--- config.mk ---
export PLATFORM = sky130hd
export DESIGN_NAME = adder_pipe_wrapper
export DESIGN_NICKNAME = d
export VERILOG_FILES = /design/src/rtl/adder_pipe_wrapper.sv
export SDC_FILE = /design/constraint.sdc
export NUM_CORES = 1
export LEC_CHECK = 0
export CAP_MARGIN = 20
export CORE_MARGIN = 1
export CORE_UTILIZATION = 40
export DETAILED_ROUTE_END_ITERATION = 10
export PLACE_DENSITY = 0.72
export REMOVE_ABC_BUFFERS = 1
export SYNTH_ARGS = -nofsm -noshare
export SYNTH_HDL_FRONTEND = slang
export SYNTH_SLANG_ARGS = --single-unit
export TNS_END_PERCENT = 5
--- constraint.sdc ---
create_clock -name clk -period 3.71 [get_ports clk]
set_clock_uncertainty 0.2 [all_clocks]
set_input_delay 0.742 -clock clk [delete_from_list [all_inputs] [get_ports clk]]
set_output_delay 0.742 -clock clk [all_outputs]
set_load 0.01 [all_outputs]
--- src/rtl/adder_pipe_wrapper.sv ---
// Pipelined add/sub, carry chain cut into SEGS segments (one per stage); latency SEGS cycles.
// Bubble-collapsing valid/ready: a stage loads when empty or when its contents move on.
module adder_pipe_wrapper #(
  parameter int WIDTH = 32,
  parameter int SEGS  = 4
) (
  input  logic             clk,
  input  logic             rst_n,
  input  logic             in_valid,
  output logic             in_ready,
  input  logic [WIDTH-1:0] a,
  input  logic [WIDTH-1:0] b,
  input  logic             cin,
  input  logic             sub,
  output logic             out_valid,
  input  logic             out_ready,
  output logic [WIDTH-1:0] sum,
  output logic             cout,
  output logic             ovf
);
  localparam int SW = WIDTH / SEGS;

  if (WIDTH < 2 || SEGS < 1 || (WIDTH % SEGS) != 0) begin : g_bad_params
    $error("adder_pipe_wrapper: WIDTH must be >= 2 and a multiple of SEGS >= 1");
  end

  logic [SEGS:0]    vld;
  logic [SEGS:0]    load;
  logic [WIDTH-1:0] op_a [SEGS];
  logic [WIDTH-1:0] op_b [SEGS];
  logic [WIDTH-1:0] part [SEGS];
  logic             cy   [SEGS];
  logic [WIDTH-1:0] nxt  [SEGS];
  logic             nco  [SEGS];

  always_comb begin
    load[SEGS] = !vld[SEGS] || out_ready;
    for (int k = SEGS - 1; k >= 0; k--) begin
      load[k] = !vld[k] || load[k+1];
    end
  end

  assign in_ready  = load[0];
  assign out_valid = vld[SEGS];

  always_ff @(posedge clk or negedge rst_n) begin
    if (!rst_n) begin
      vld <= '0;
    end else begin
      if (load[0]) vld[0] <= in_valid;
      for (int k = 1; k <= SEGS; k++) begin
        if (load[k]) vld[k] <= vld[k-1];
      end
    end
  end

  // Segment k is resolved from the registers of stage k into stage k+1.
  always_comb begin
    for (int k = 0; k < SEGS; k++) begin
      logic [SW:0] seg;
      seg = {1'b0, op_a[k][k*SW +: SW]} + {1'b0, op_b[k][k*SW +: SW]} + {{SW{1'b0}}, cy[k]};
      nxt[k] = part[k];
      nxt[k][k*SW +: SW] = seg[SW-1:0];
      nco[k] = seg[SW];
    end
  end

  // Subtract is folded into the input register: b inverted, carry-in forced to 1.
  always_ff @(posedge clk) begin
    if (load[0] && in_valid) begin
      op_a[0] <= a;
      op_b[0] <= sub ? ~b : b;
      cy[0]   <= sub | cin;
      part[0] <= '0;
    end
    for (int k = 1; k < SEGS; k++) begin
      if (load[k] && vld[k-1]) begin
        op_a[k] <= op_a[k-1];
        op_b[k] <= op_b[k-1];
        part[k] <= nxt[k-1];
        cy[k]   <= nco[k-1];
      end
    end
  end

  // Carry into the MSB is recovered as a^b^sum at that bit.
  always_ff @(posedge clk or negedge rst_n) begin
    if (!rst_n) begin
      sum  <= '0;
      cout <= 1'b0;
      ovf  <= 1'b0;
    end else if (load[SEGS] && vld[SEGS-1]) begin
      sum  <= nxt[SEGS-1];
      cout <= nco[SEGS-1];
      ovf  <= op_a[SEGS-1][WIDTH-1] ^ op_b[SEGS-1][WIDTH-1] ^ nxt[SEGS-1][WIDTH-1] ^ nco[SEGS-1];
    end
  end

endmodule

* After elaboration in Yosys (flattened, before gate mapping) *
Memory sizes are Yosys's and may differ from the RTL's. A register that Yosys moved wholly into a read port is not among the register bits.
Cells that the tools add are included.

word-level totals
  memories = 4
  bits in writable memories = 388
  output and inout port bits = 36
  bits in registers = 39
  logic and storage cells = 50
  input bits = 70

operators by class
  muxes and demuxes = 9
  add/subtract/negate cells = 8
  bitwise logic cells = 5
  reduce and logical (&&, ||, !) cells = 16

memory list
  name  depth  width  read ports  clocked after memory_dff  wr ports  line  RTL
  op_a  4      32     4           0                         4         29    logic [WIDTH-1:0] op_a [SEGS];
  op_b  4      32     4           0                         4         30    logic [WIDTH-1:0] op_b [SEGS];
  part  4      32     4           1                         4         31    logic [WIDTH-1:0] part [SEGS];
  cy    4      1      4           0                         4         32    logic cy [SEGS];

operators with widths
  cell               count
  $add 8x8->9        4
  $add 9x1->9        4
  $mux 32            1
  $not 32->32        1
  $mux 1             8
  $logic_not 1->1    6
  $logic_and 1x1->1  5
  $logic_or 1x1->1   5
  $xor 1x1->1        3
  $or 1x1->1         1

* Longest topological paths before layout *
  word-level depth = 9
  depth in mapped cells = 8
  depth with buffers taken out = 8

* Worst setup path before layout *
Ideal clock, no wire load.

  kind = input-to-reg
  start point = in out_ready
  end point = mem cy[3], enable pin
  path buffers = 0
  stages on the path = 3
  data required time = 3.066 ns
  setup slack = 0.267 ns
  data arrival time = 2.799 ns
  setup time = 0.444 ns
  path through = nand2b_1 -> nor2_1 -> nor2b_1

RTL lines
  item             line  RTL
  start, declared  16    input logic out_ready,
  end, declared    32

* Final worst setup path *
  start point = in out_ready
  end point = out in_ready

between the ends
  word-level cells in the longest chain between the ends = 5

RTL lines
  item                           line  RTL
  $logic_or 1x1->1               37    load[SEGS] = !vld[SEGS] || out_ready;
  $logic_or 1x1->1 (4 in a row)  39    load[k] = !vld[k] || load[k+1];
  end, declared                  10    output logic in_ready,

No other way between the ends.

==> tab_implementation.tex <==
\begin{tabular}{lr}
\hline
Metric & Value \\
\hline
\multicolumn{2}{l}{\textbf{Outcome}} \\
\quad Result of the run & finished clean \\
\multicolumn{2}{l}{\textbf{Place}} \\
\quad Input/output buffers & 105 \\
\quad Placer Congestion & 0.774 \\
\quad HPWL after detailed placement & 9700 um \\
\quad Placed insts & 911 \\
\multicolumn{2}{l}{\textbf{Clock tree}} \\
\quad Level count of the clock H-tree & 1 \\
\quad TritonCTS Sinks & 251 \\
\quad Clock root buffer master & clkbuf\_16 \\
\quad Post-CTS repair timing setup buffer count & 0 \\
\quad Latest clock arrival within the worst-skew pair & 500 ps \\
\quad Clock tree from TritonCTS & done \\
\quad Number of gates resized after cts & 0 \\
\quad \# hold bufs at CTS & 0 \\
\quad Number of buffers created by CTS & 23 \\
\quad Clock input transition at the sequential cells of the worst setup and hold paths & 60 ps \\
\quad Buffers from clock root to sink, at most & 3 \\
\multicolumn{2}{l}{\textbf{Critical path}} \\
\quad Peak fanout along the critical path & 3 \\
\quad Critical register-to-register path endpoint & cy[1]\$\_DFFE\_PP\_ \\
\quad Flop-to-flop setup slack & 1100 ps \\
\quad Critical path's slowest cell & clkdlybuf4s50\_1 \\
\quad Critical-path cell list & clkdlybuf4s50\_1, nand2b\_1, nor2\_1, nand4\_1, clkdlybuf4s50\_1 \\
\quad Startpoint of the worst-slack reg-to-reg timing path & op\_a[0][0]\$\_DFFE\_PP\_ \\
\quad Worst Reg2Reg Path Length in Cells & 7 \\
\quad Critical path startpoint category & input port \\
\quad Delay of the slowest cell on the worst path & 520 ps \\
\quad Data required time of the critical path & 2770 ps \\
\quad Critical path data arrival time & 2160 ps \\
\quad Cell mode on critical path & clkdlybuf4s50\_1 \\
\quad Crit Path Category & input port to output pin \\
\quad Crit. End Element & output pin \\
\multicolumn{2}{l}{\textbf{Synthesis}} \\
\quad Total standard cell area after synthesis & 9370 um2 \\
\quad Number of flops mapped to enable cells by yosys & 212 \\
\quad Count of mapped cells out of synthesis & 495 \\
\quad Post-synthesis area per instance & 18.9 um2 \\
\quad Yosys cell types & 36 \\
\quad Sequential area share after synthesis & 78.3\% \\
\quad Register bit count reported by yosys & 251 \\
\quad Number of warning messages in the yosys log & 0 \\
\quad Async SR Flop Fraction & 15.5\% \\
\quad Dominant synthesized flop cell & edfxtp\_1 \\
\multicolumn{2}{l}{\textbf{Floorplanning}} \\
\quad Die height & 155 um \\
\quad Floorplan Core Area & 22800 um2 \\
\quad Die ar. & 24000 um2 \\
\quad Count of pins on the block boundary & 106 \\
\quad Die X-Extent & 155 um \\
\quad Initial Utilization & 41.1\% \\
\quad \# rows & 55 \\
\multicolumn{2}{l}{\textbf{Global routing}} \\
\quad Global router's overall resource usage & 11.7\% \\
\quad Residual overflow from global routing & 0 \\
\quad Largest net degree at the start of global routing & 66 \\
\quad Initial antenna violation count & 0 \\
\quad Via count of the first global-routing pass & 4486 \\
\quad First-pass GRT wire length & 22300 um \\
\multicolumn{2}{l}{\textbf{Drt}} \\
\quad Final Routed Wirelength & 13800 um \\
\quad Remaining DRCs & 0 \\
\quad Routed length per placed instance & 14.5 um \\
\quad Iteration-0 DRC Markers & 178 \\
\quad Mean number of vias per cell & 4.45 \\
\quad Total via count in the routed design & 4237 \\
\quad Antenna Nets Post-Route & 0 \\
\quad Router iterations before antenna repair & 4 \\
\multicolumn{2}{l}{\textbf{Run}} \\
\quad Total of max-cap violations & 0 \\
\multicolumn{2}{l}{\textbf{Final layout}} \\
\quad Layout cells sized above 1 & 12.5\% \\
\quad Area of the multi-input gates & 1960 um2 \\
\quad Antenna diode count & 0 \\
\quad Non-filler instance count after layout & 952 \\
\quad Area growth, synth to finish & 23.5\% \\
\quad Filler Cells Inserted & 1807 \\
\quad Storage cell area & 7340 um2 \\
\quad NumNets Final & 729 \\
\multicolumn{2}{l}{\textbf{STA}} \\
\quad Total negative setup slack & 0 ps \\
\quad RSZ-0062 raised after global routing & false \\
\quad Final-report max-slew violation count & 0 \\
\quad Fin crit share & 83.5\% \\
\quad Measured slew at the worst slew-check pin & 953 ps \\
\quad Endpoints failing setup & 0 \\
\quad Slew Limit Headroom & 36.5\% \\
\quad Post-route minimum period & 3100 ps \\
\quad Final Hold Fails & 0 \\
\quad FMAX & 0.323 GHz \\
\multicolumn{2}{l}{\textbf{Min path}} \\
\quad Hold Crit Class & input port to async pin \\
\multicolumn{2}{l}{\textbf{Power}} \\
\quad Largest voltage drop on the vdd net & 0.268 mV \\
\quad Power density cells & 646 nW/um2 \\
\quad Leakage power figure & 4.28 nW \\
\quad Final Power & 0.00748 W \\
\hline
\end{tabular}
-- metal layers --
metal  global-route usage [%]  vias up  share of wire [%]
met1                     14.6     2003                 44
li1                         -     2110                  -
met3                     2.65       32                5.4
met4                     4.86        0                2.7
met2                     19.8       92                 48
met5                        0        -                  0
-- where the power goes --
| part | internal [W] | switching [W] |
|---|---|---|
| Sequential | 0.00369 | 0.000190 |
| Clock | 0.00135 | 0.000895 |
| Combinational | 0.000702 | 0.000652 |
| Total | 0.00574 | 0.00174 |
-- synth_stat cells, types with 2 or more instances --
| library cell | number | area (um2) |
|---|---|---|
| fa_1 | 8 | 160 |
| buf_2 | 5 | 25.0 |
| o21a_1 | 4 | 30.0 |
| nand2b_1 | 5 | 31.3 |
| nor3_1 | 2 | 10.0 |
| edfxtp_1 | 212 | 6370 |
| nor4_1 | 3 | 18.8 |
| mux2_2 | 25 | 282 |
| nand2_1 | 12 | 45.0 |
| o211ai_1 | 2 | 15.0 |
| buf_4 | 2 | 15.0 |
| or2_2 | 2 | 12.5 |
| o211a_1 | 3 | 30.0 |
| a21oi_1 | 8 | 40.0 |
| o21bai_1 | 6 | 45.0 |
| xnor2_1 | 12 | 105 |
| inv_1 | 10 | 37.5 |
| ha_1 | 28 | 350 |
| a21o_1 | 15 | 113 |
| a21oi_2 | 8 | 70.1 |
| xor2_1 | 42 | 368 |
| and2_1 | 3 | 18.8 |
| o21ai_1 | 4 | 20.0 |
| o21ai_0 | 9 | 45.0 |
| a211oi_1 | 4 | 30.0 |
| nor2_1 | 13 | 48.8 |
| dfrtp_1 | 39 | 976 |
-- kinds of logic (layout without fill, tap and decap cells) --
logic type,after synthesis,in the layout,synth area share [%]
xor gates and xnor gates,54,54,5.05
adders and majority gates,36,36,5.45
AOI/OAI and AO/OA,66,66,4.93
muxes,25,25,3.00
DFF,251,251,78.3
and+or+nand+nor,45,45,2.38
buffers and inverters,18,162,0.868
-- layout by cell type (no fill, tap or decap), types with 9 or more instances in the layout --
| cell | n |
|---|---|
| o21ai_0 | 9 |
| clkdlybuf4s50_1 | 103 |
| clkbuf_16 | 23 |
| clkbuf_1 | 11 |
| ha_1 | 28 |
| dfrtp_1 | 39 |
| inv_1 | 10 |
| a21o_1 | 15 |
| nand2_1 | 12 |
| mux2_2 | 25 |
| edfxtp_1 | 212 |
| xnor2_1 | 12 |
| nor2_1 | 13 |
| xor2_1 | 42 |
-- worst max path at each step --
stage	startpoint	to	slack (ps)
floorplan	out_ready	cy[3]$_DFFE_PP_	270
global placement	out_ready	in_ready	660
detailed placement	out_ready	in_ready	640
CTS	out_ready	in_ready	630
global route	out_ready	in_ready	550
finish	out_ready	in_ready	610
-- flip-flops by register name, indices dropped and copies added (netlist names) --
signal  cells
vld         5
part       48
sum        32
op_a       80
op_b       80
cout        1
cy          4
ovf         1
-- area by class of cell --
class,count,area share [%]
flip-flops and latches,251,63.4
multi-input cells,226,16.9
repair buffers,111,9.60
clock buffers,37,5.69
well taps,313,3.38
clock inverters,4,0.638
inverters,10,0.324
-- metrics by stage --
stage          instance area (um2)  util, %  hold WS [ps]  setup slack, ps
3_3_place_gp                 10800     47.6           202              655
4_1_cts                      11600     50.8           188              626
5_1_grt                      11600     50.8           219              548
3_5_place_dp                 10800     47.6           205              636
2_1_floorplan                 9330        -           200              267
6_report                     11600     50.8           167              612
-- critical path: cells and delay by family --
kind / cells / cell delay [ps]
buffers and inverters: 2 / 910
and+or+nand+nor: 3 / 490
Note: power is estimated with default switching activity, not from simulation.
==> edit (same settings) <==
Make the reset (`rst_n`) synchronous in 2 clocked blocks.
--- a/src/rtl/adder_pipe_wrapper.sv
+++ b/src/rtl/adder_pipe_wrapper.sv
@@ -43,7 +43,7 @@
   assign in_ready  = load[0];
   assign out_valid = vld[SEGS];
 
-  always_ff @(posedge clk or negedge rst_n) begin
+  always_ff @(posedge clk) begin
     if (!rst_n) begin
       vld <= '0;
     end else begin
@@ -84,7 +84,7 @@
   end
 
   // Carry into the MSB is recovered as a^b^sum at that bit.
-  always_ff @(posedge clk or negedge rst_n) begin
+  always_ff @(posedge clk) begin
     if (!rst_n) begin
       sum  <= '0;
       cout <= 1'b0;
Formal check against the unedited RTL: not equivalent (Yosys sat finds a counterexample within 10 cycles, from zero or initial values and one cycle with rst_n low; the reset may be asserted at any time).
==> edit against the original RTL <==
- design area up 0.99%
- count of clock-buffer cells in the layout decreased by 6
- area after synthesis decreased by 0.75%
- setup slack worse by 0.084 ns
- wire length grew 2.1%
- sequential share of layout area down 2.3 points
- sequential cell count stayed put
- fmax shrank 2.6%
- die area down 0.74%
- highest routed layer unchanged
Power is not compared: it rests on default switching activity, and its combinational part moved more than twofold at a synthesized area within 25%.
==> edit: results (changes against the original RTL) <==
----------------------------------------------------
[Layout]
  Cell Count, Final, Fillers Out ... 999 (was 952)
  Number of nets in the layout ... 800 (was 729)
  Share of post-route cells with drive strength above 1 ... 0.09244 (was 0.1252)

[Logic synthesis]
  Leading post-synthesis cells by cell area ... sky130_fd_sc_hd__edfxtp_1 (68%), sky130_fd_sc_hd__dfxtp_1 (8.4%), sky130_fd_sc_hd__ha_1 (3.8%), sky130_fd_sc_hd__xor2_1 (3.7%), sky130_fd_sc_hd__a21oi_1 (2.5%) (was sky130_fd_sc_hd__edfxtp_1 (68%), sky130_fd_sc_hd__dfrtp_1 (10%), sky130_fd_sc_hd__xor2_1 (3.9%), sky130_fd_sc_hd__ha_1 (3.7%), sky130_fd_sc_hd__mux2_2 (3.0%))
  Register area share after synthesis ... 0.7683 (was 0.7833)
  Synthesized netlist cell count ... 565 (was 495)
  Count of cell types in the netlist ... 39 (was 36)
  Async set or reset register ratio after synthesis ... 0 (was 0.1554)

[Timing]
  Actual transition at the worst max-transition pin ... 0.9707 ns (was 0.9527 ns)

[Place]
  Worst slack at placement ... 0.3997 ns (was 0.6361 ns)
  Routability congestion estimate from global placement ... 0.7327 (was 0.7735)
  Count of placed standard cells including taps ... 951 (was 911)

[Critical path]
  Peak per-stage delay on the critical path ... 0.57 ns (was 0.52 ns)
  Max Fanout on Critical Path ... 2 (was 3)
  Worst R2R End ... cy[3]$_DFFE_PP_ (was cy[1]$_DFFE_PP_)
  Crit path arrival time ... 2.24 ns (was 2.16 ns)
  Reg2Reg Launch Point ... op_a[2][16]$_DFFE_PP_ (was op_a[0][0]$_DFFE_PP_)
  Worst R2R Setup Slack ... 0.95 ns (was 1.10 ns)

[GRT]
  Global-route wire length before repair ... 22710 microns (was 22310 microns)
  Overall Global Routing Usage ... 0.1204 (was 0.1175)

[Worst hold path]
  Tightest Hold Check Type ... flop to flop (was input port to async pin)

[Drt]
  Total length of routed wires ... 14090 microns (was 13800 microns)
  Vias/cell ... 4.703 (was 4.451)

[Run status]
  Status ... finished clean (unchanged)

[Clocking]
  Number of buffers created by CTS ... 26 (was 23)

----------------------------------------------------
## edit: per-layer routing
layer,track usage,share of wire,up-vias,wire (microns)
li1,-,-,2342,-
met1,0.1266,0.39,2234,5441
met2,0.2314,0.54,96,7563
met3,0.03222,0.052,26,726
met4,0.03819,0.026,0,360
met5,0,0,-,0
## edit: worst max-delay path by stage
stage	start	end	cells past startpoint
5_1_grt	out_ready	in_ready	5
3_5_place_dp	out_ready	op_b[2][21]$_DFFE_PP_	6
4_1_cts	out_ready	in_ready	5
2_1_floorplan	out_ready	cy[1]$_DFFE_PP_	3
6_report	out_ready	in_ready	5
3_3_place_gp	out_ready	op_a[2][21]$_DFFE_PP_	6
## edit: report_power, final
group | switching (W) | internal, W
Sequential | 0.0000307 | 0.00319
Clock | 0.00103 | 0.00161
Combinational | 0.000148 | 0.000151
Total | 0.00120 | 0.00495
## edit: metrics by stage
step                      TNS [ns]  hold WS, ns  instance area [sq um]
after global placement           0       0.2004                  10800
final                            0       0.2108                  11690
after global routing             0       0.2180                  11690
after CTS                        0       0.2123                  11690
after floorplan            -262.57       0.2003                   9229
after detailed placement         0       0.2045                  10800
## edit: final cells by class
type	instances	area [sq um]
inverters	12	45.04
repair buffers	118	1169
clock buffers	31	690.7
well taps	285	356.6
multi-input cells	285	2085
fillers	1878	11020
clock inverters	17	197.7
flip-flops and latches	251	7147
## edit: worst register-to-register path, stage by stage, from the launching register on
cell and delay [ns]:
sky130_fd_sc_hd__edfxtp_1 0.40, sky130_fd_sc_hd__fa_1 0.50, sky130_fd_sc_hd__fa_1 0.42, sky130_fd_sc_hd__a21o_1 0.20, sky130_fd_sc_hd__a21oi_1 0.28, sky130_fd_sc_hd__o21ai_0 0.17, sky130_fd_sc_hd__a21o_1 0.20, sky130_fd_sc_hd__a21o_1 0.17
## edit: cell families (layout without fill, tap and decap cells)
| logic type | count (synthesis) | count (layout) | synth area share |
|---|---|---|---|
| adders and majority gates | 36 | 36 | 0.05488 |
| buffers and inverters | 29 | 178 | 0.01278 |
| xor gates and xnor gates | 49 | 49 | 0.04613 |
| and+or+nand+nor | 99 | 99 | 0.04654 |
| AOI/OAI and AO/OA | 101 | 101 | 0.07142 |
| DFF | 251 | 251 | 0.7683 |
